--- src/rtl/clk_mon.sv ---
// clk_mon: measures the period of a slow asynchronous clock and flags frequency errors and clock loss
//
// Ports:
//   clk        in   system clock, all logic on its rising edge
//   rst        in   synchronous active-high reset
//   mon_clk    in   slow clock under test, asynchronous to clk
//   clr        in   single-cycle pulse clearing the sticky flags
//   period     out  last measured mon_clk period in clk cycles
//   period_vld out  one-cycle pulse when period updates
//   freq_ok    out  last period within EXP_CYC +/- TOL and clock not lost
//   freq_err   out  sticky: an out-of-range period was measured
//   clk_lost   out  sticky: LOSS_CYC cycles passed without a mon_clk edge
//   irq        out  registered freq_err | clk_lost, present only with CLK_MON_IRQ_EN defined
module clk_mon #(
    parameter int EXP_CYC  = 1024,
    parameter int TOL      = 8,
    parameter int LOSS_CYC = 4096
) (
    input  logic        clk,
    input  logic        rst,
    input  logic        mon_clk,
    input  logic        clr,
    output logic [12:0] period,
    output logic        period_vld,
    output logic        freq_ok,
    output logic        freq_err,
`ifdef CLK_MON_IRQ_EN
    output logic        irq,
`endif
    output logic        clk_lost
);
    typedef enum logic [1:0] {IDLE, MEAS, LOST} state_t;

    localparam logic [12:0]        LOSS = 13'(LOSS_CYC);
    localparam logic signed [13:0] EXP  = 14'(EXP_CYC);
    localparam logic signed [13:0] TOLS = 14'(TOL);

    state_t             st, nxt;
    logic               s1, s2, s3;
    logic               rise, rpt, lose, in_rng;
    logic [12:0]        cnt;
    logic signed [13:0] diff;

    assign rise   = s2 & ~s3;
    assign diff   = $signed({1'b0, cnt}) - EXP;
    assign in_rng = (diff <= TOLS) && (diff >= -TOLS);

    always_ff @(posedge clk) begin
        if (rst) begin
            s1 <= 1'b0;
            s2 <= 1'b0;
            s3 <= 1'b0;
        end else begin
            s1 <= mon_clk;
            s2 <= s1;
            s3 <= s2;
        end
    end

    always_ff @(posedge clk) begin
        if (rst) st <= IDLE;
        else     st <= nxt;
    end

    always_comb begin
        nxt = st;
        case (st)
            IDLE, LOST: nxt = rise ? MEAS : st;
            MEAS:       nxt = (!rise && cnt == LOSS) ? LOST : MEAS;
            default:    nxt = IDLE;
        endcase
    end

    // A rise coinciding with saturation takes the measurement path.
    always_comb begin
        rpt  = (st == MEAS) && rise;
        lose = (st == MEAS) && !rise && (cnt == LOSS);
    end

    always_ff @(posedge clk) begin
        if (rst) begin
            cnt        <= '0;
            period     <= '0;
            period_vld <= 1'b0;
            freq_ok    <= 1'b0;
            freq_err   <= 1'b0;
            clk_lost   <= 1'b0;
        end else begin
            cnt        <= rise ? 13'd1 : (st == MEAS && cnt != LOSS) ? cnt + 13'd1 : cnt;
            period_vld <= rpt;
            period     <= rpt ? cnt : period;
            freq_ok    <= rpt ? in_rng : lose ? 1'b0 : freq_ok;
            freq_err   <= (rpt && !in_rng) || (freq_err && !clr);
            clk_lost   <= lose || (clk_lost && !clr);
        end
    end

`ifdef CLK_MON_IRQ_EN
    always_ff @(posedge clk) begin
        if (rst) irq <= 1'b0;
        else     irq <= freq_err | clk_lost;
    end
`endif
endmodule

--- config.mk ---
export PLATFORM = sky130hd
export DESIGN_NAME = clk_mon
export DESIGN_NICKNAME = d
export VERILOG_FILES = /design/src/rtl/clk_mon.sv
export SDC_FILE = /design/constraint.sdc
export NUM_CORES = 1
export LEC_CHECK = 0
export CAP_MARGIN = 20
export CORE_ASPECT_RATIO = 1.25
export CORE_MARGIN = 2
export CORE_UTILIZATION = 35
export CTS_CLUSTER_DIAMETER = 40
export DETAILED_ROUTE_END_ITERATION = 8
export GPL_TIMING_DRIVEN = 0
export PLACE_DENSITY = 0.66
export SLEW_MARGIN = 5
export SYNTH_ARGS = -nofsm -noshare
export SYNTH_HDL_FRONTEND = slang
export SYNTH_SLANG_ARGS = --single-unit
--- constraint.sdc ---
create_clock -name clk -period 3.25 [get_ports clk]
set_input_delay 0.4875 -clock clk [delete_from_list [all_inputs] [get_ports clk]]
set_output_delay 0.4875 -clock clk [all_outputs]
set_load 0.05 [all_outputs]
==> impl_metrics.py <==
metrics = {
    "outcome": {
        "outcome": "completed",
    },
    "timing": {
        "worst_slack_ns": 1.33,
        "finClkSkew_ns": 0.00334,
        "fin_crit_sh_pct": 59.1,
        "fin_crit_ns": 1.92,
        "slew_headroom_pct": 66.6,
        "fmax_ghz": 0.520,
        "slew_violations": 0,
        "hold_viol": 0,
        "rsz0062_at_grt": "false",
        "tightest_slew_ns": 0.499,
        "setup_viol": 0,
        "fin_tns_setup_ns": 0,
        "fin_hold_ws_ns": 0.448,
    },
    "worst_setup_path": {
        "rr_endpoint": "clk_lost",
        "path_buf_inv": 1,
        "r2r_start": "cnt[0]",
        "slowest_stage": "clkdlybuf4s50_1",
        "endpoint_kind": "primary output",
        "worst_ep_required_time_ns": 2.76,
        "crit_chain": "clkdlybuf4s50_1",
        "reg2reg_depth": 6,
        "cp.arrival_ns": 1.43,
        "reg2reg_slack_ns": 1.37,
        "crit_fanout": 2,
        "crit_type": "reg -> out",
        "startpoint_type": "flop",
        "path_delay_family": "buffers and inverters",
        "slowest_delay_ns": 0.81,
    },
    "clock_network": {
        "cts_num_sinks": 35,
        "htreeDepth": 2,
        "postCtsHoldBufs": 0,
        "clk_pin_slew_ns": 0.07,
        "cts_root_buf": "clkbuf_8",
        "clock_latency_ns": 0.29,
        "post_cts_buffers": 0,
        "cts_buffers": 5,
        "cts_resized": 0,
        "clock_path_buffers": 2,
        "cts_tree": "done",
    },
    "floorplanning": {
        "die_width_um": 63.8,
        "fp-row-count": 27,
        "die_h_um": 78.8,
        "floorplan.initialDensity_pct": 35.9,
        "boundaryPins": 21,
        "die_area_mm2": 0.00503,
        "core_mm2": 0.00436,
    },
    "logic_synthesis": {
        "yosysTopAreaCell": "dfxtp_1",
        "yosysTopAreaCellShare_pct": 44.7,
        "yosysSeqAreaShare_pct": 44.7,
        "synthTopCellsByArea": "dfxtp_1, nand2_1, a21oi_1",
        "synth_nets": 197,
        "syn_avg_cell_area_um2": 8.42,
        "synth_ff_type": "dfxtp_1",
        "ys_warn_count": 0,
        "synth-edff-count": 0,
        "synth_cells": 186,
        "synth-seq-cells": 35,
        "synth.distinct_cells": 35,
        "synth_area_mm2": 0.00157,
        "async_flop_share_pct": 0,
    },
    "drt": {
        "firstDrtPassIters": 4,
        "drt_iter0_drc": 53,
        "drc": 0,
        "antenna_left": 0,
        "avgRoutedWirePerCell_um": 11.5,
        "drt_wl_total_um": 3130,
        "vias": 1317,
        "via_per_inst": 4.84,
    },
    "power": {
        "powerDensity_mw_per_mm2": 416,
        "clkPwrFrac_pct": 42.3,
        "sw_frac_of_total_pct": 21.1,
        "combPwrFrac_pct": 3.6,
        "internal-power_uw": 637,
        "leakage_nw": 0.656,
        "seqPwrFrac_pct": 54.1,
        "peakVddDrop_uv": 217,
        "switchingPower_uw": 170,
    },
    "global_route": {
        "grt-ovfl-total": 0,
        "track_usage_pct": 14.1,
        "grt_pass1_wl_um": 5460,
        "grt_pass1_vias": 1192,
        "grt_max_degree": 11,
        "antenna_found_initial": 0,
    },
    "hold_path": {
        "min_from": "s1",
        "hp-class": "reg -> reg",
        "holdPathStages": 1,
        "hold_end": "s2",
    },
    "placement": {
        "place_inst": 264,
        "hpwl_um": 2340,
        "io_buffers": 20,
        "post-place-ws_ns": 1.27,
        "globalplace.congestion": 0.827,
    },
    "layout": {
        "diodes": 0,
        "syn_to_final_growth_pct": 23.8,
        "nNetsFinal": 224,
        "layout-drive-gt1-share_pct": 5.14,
        "nFillCells": 443,
        "fin_cells": 272,
    },
    "run": {
        "drv_cap": 0,
    },
}
state kept, by name, indices dropped and copies added (netlist names):
signal and flops:
s1 1, period 13, s2 1, freq_err 1
st 2, s3 1, clk_lost 1, period_vld 1
cnt 13, freq_ok 1
cell usage after synthesis, drive strengths merged, types with 3 or more instances:
cell type   n
dfxtp      35
nand2      33
a21oi      19
nor2       15
nor2b       9
ha          7
inv         7
o21ai       7
clkbuf      6
nand4       5
nor3        5
xnor2       5
nand3       4
xor2        4
nand2b      3
layout by cell type (no fill, tap or decap), types with 3 or more instances in the layout:
| master | count |
|---|---|
| dfxtp_1 | 35 |
| nand2_1 | 33 |
| clkdlybuf4s50_1 | 20 |
| a21oi_1 | 19 |
| nor2_1 | 15 |
| nor2b_1 | 9 |
| inv_1 | 7 |
| clkbuf_1 | 7 |
| ha_1 | 7 |
| clkbuf_8 | 7 |
| o21ai_0 | 5 |
| nand4_1 | 5 |
| xnor2_1 | 5 |
| nand3_1 | 4 |
| nor3_1 | 4 |
| xor2_1 | 4 |
| nand2b_1 | 3 |
per-layer routing:
layer  up-vias  part of all wire (%)  track usage, %  wire length [µm]
met5         -                     0               0                 0
met4         0                   2.0            6.74                63
met3         5                   4.1            4.67               127
met2        22                    47            23.3              1480
met1       594                    46            16.2              1450
li1        696                     -               -                 -
per-stage QoR:
| step | utilization, % | power, mW | area, µm² |
|---|---|---|---|
| 6_report | 44.5 | 0.807 | 1940 |
| 3_5_place_dp | 42.2 | 0.475 | 1840 |
| 4_1_cts | 44.5 | 0.816 | 1940 |
| 2_1_floorplan | - | 0.464 | 1570 |
| 3_3_place_gp | 42.2 | 0.475 | 1840 |
| 5_1_grt | 44.5 | 0.841 | 1940 |
worst max-delay path by stage:
stage | from | endpoint | slack (ns) | cells after the start
after floorplan | cnt[0] | st[0] | 1.54 | 6
after detailed placement | rst | period_vld | 1.27 | 4
after global routing | cnt[0] | cnt[1] | 1.27 | 6
final | period[12] | period[12] | 1.33 | 1
after CTS | period[12] | period[12] | 1.31 | 1
after global placement | rst | period_vld | 1.29 | 4
power by group through the flow:
stage | clock network (mW) | logic, mW | registers, mW
after detailed placement | 0 | 0.0293 | 0.446
final | 0.341 | 0.0289 | 0.437
after global placement | 0 | 0.0291 | 0.446
after CTS | 0.350 | 0.0294 | 0.437
after global routing | 0.371 | 0.0332 | 0.437
after floorplan | 0 | 0.0178 | 0.447
final cells by class:
type	instances	area, µm²	area share (%)
plain buffers	6	22.5	1.16
clock buffers	8	100	5.16
inverters	7	26.3	1.35
multi-input cells	138	817	42.1
flip-flops and latches	35	701	36.1
well taps	58	72.6	3.74
repair buffers	20	200	10.3
kinds of logic after synthesis:
logic type / share of synthesized area, %
adders and majority gates: 5.59
AOI/OAI and AO/OA: 12.8
and+or+nand+nor: 28.8
xor gates and xnor gates: 5.03
buffers and inverters: 3.12
DFF: 44.7
Power figures use the tool's default switching activity.
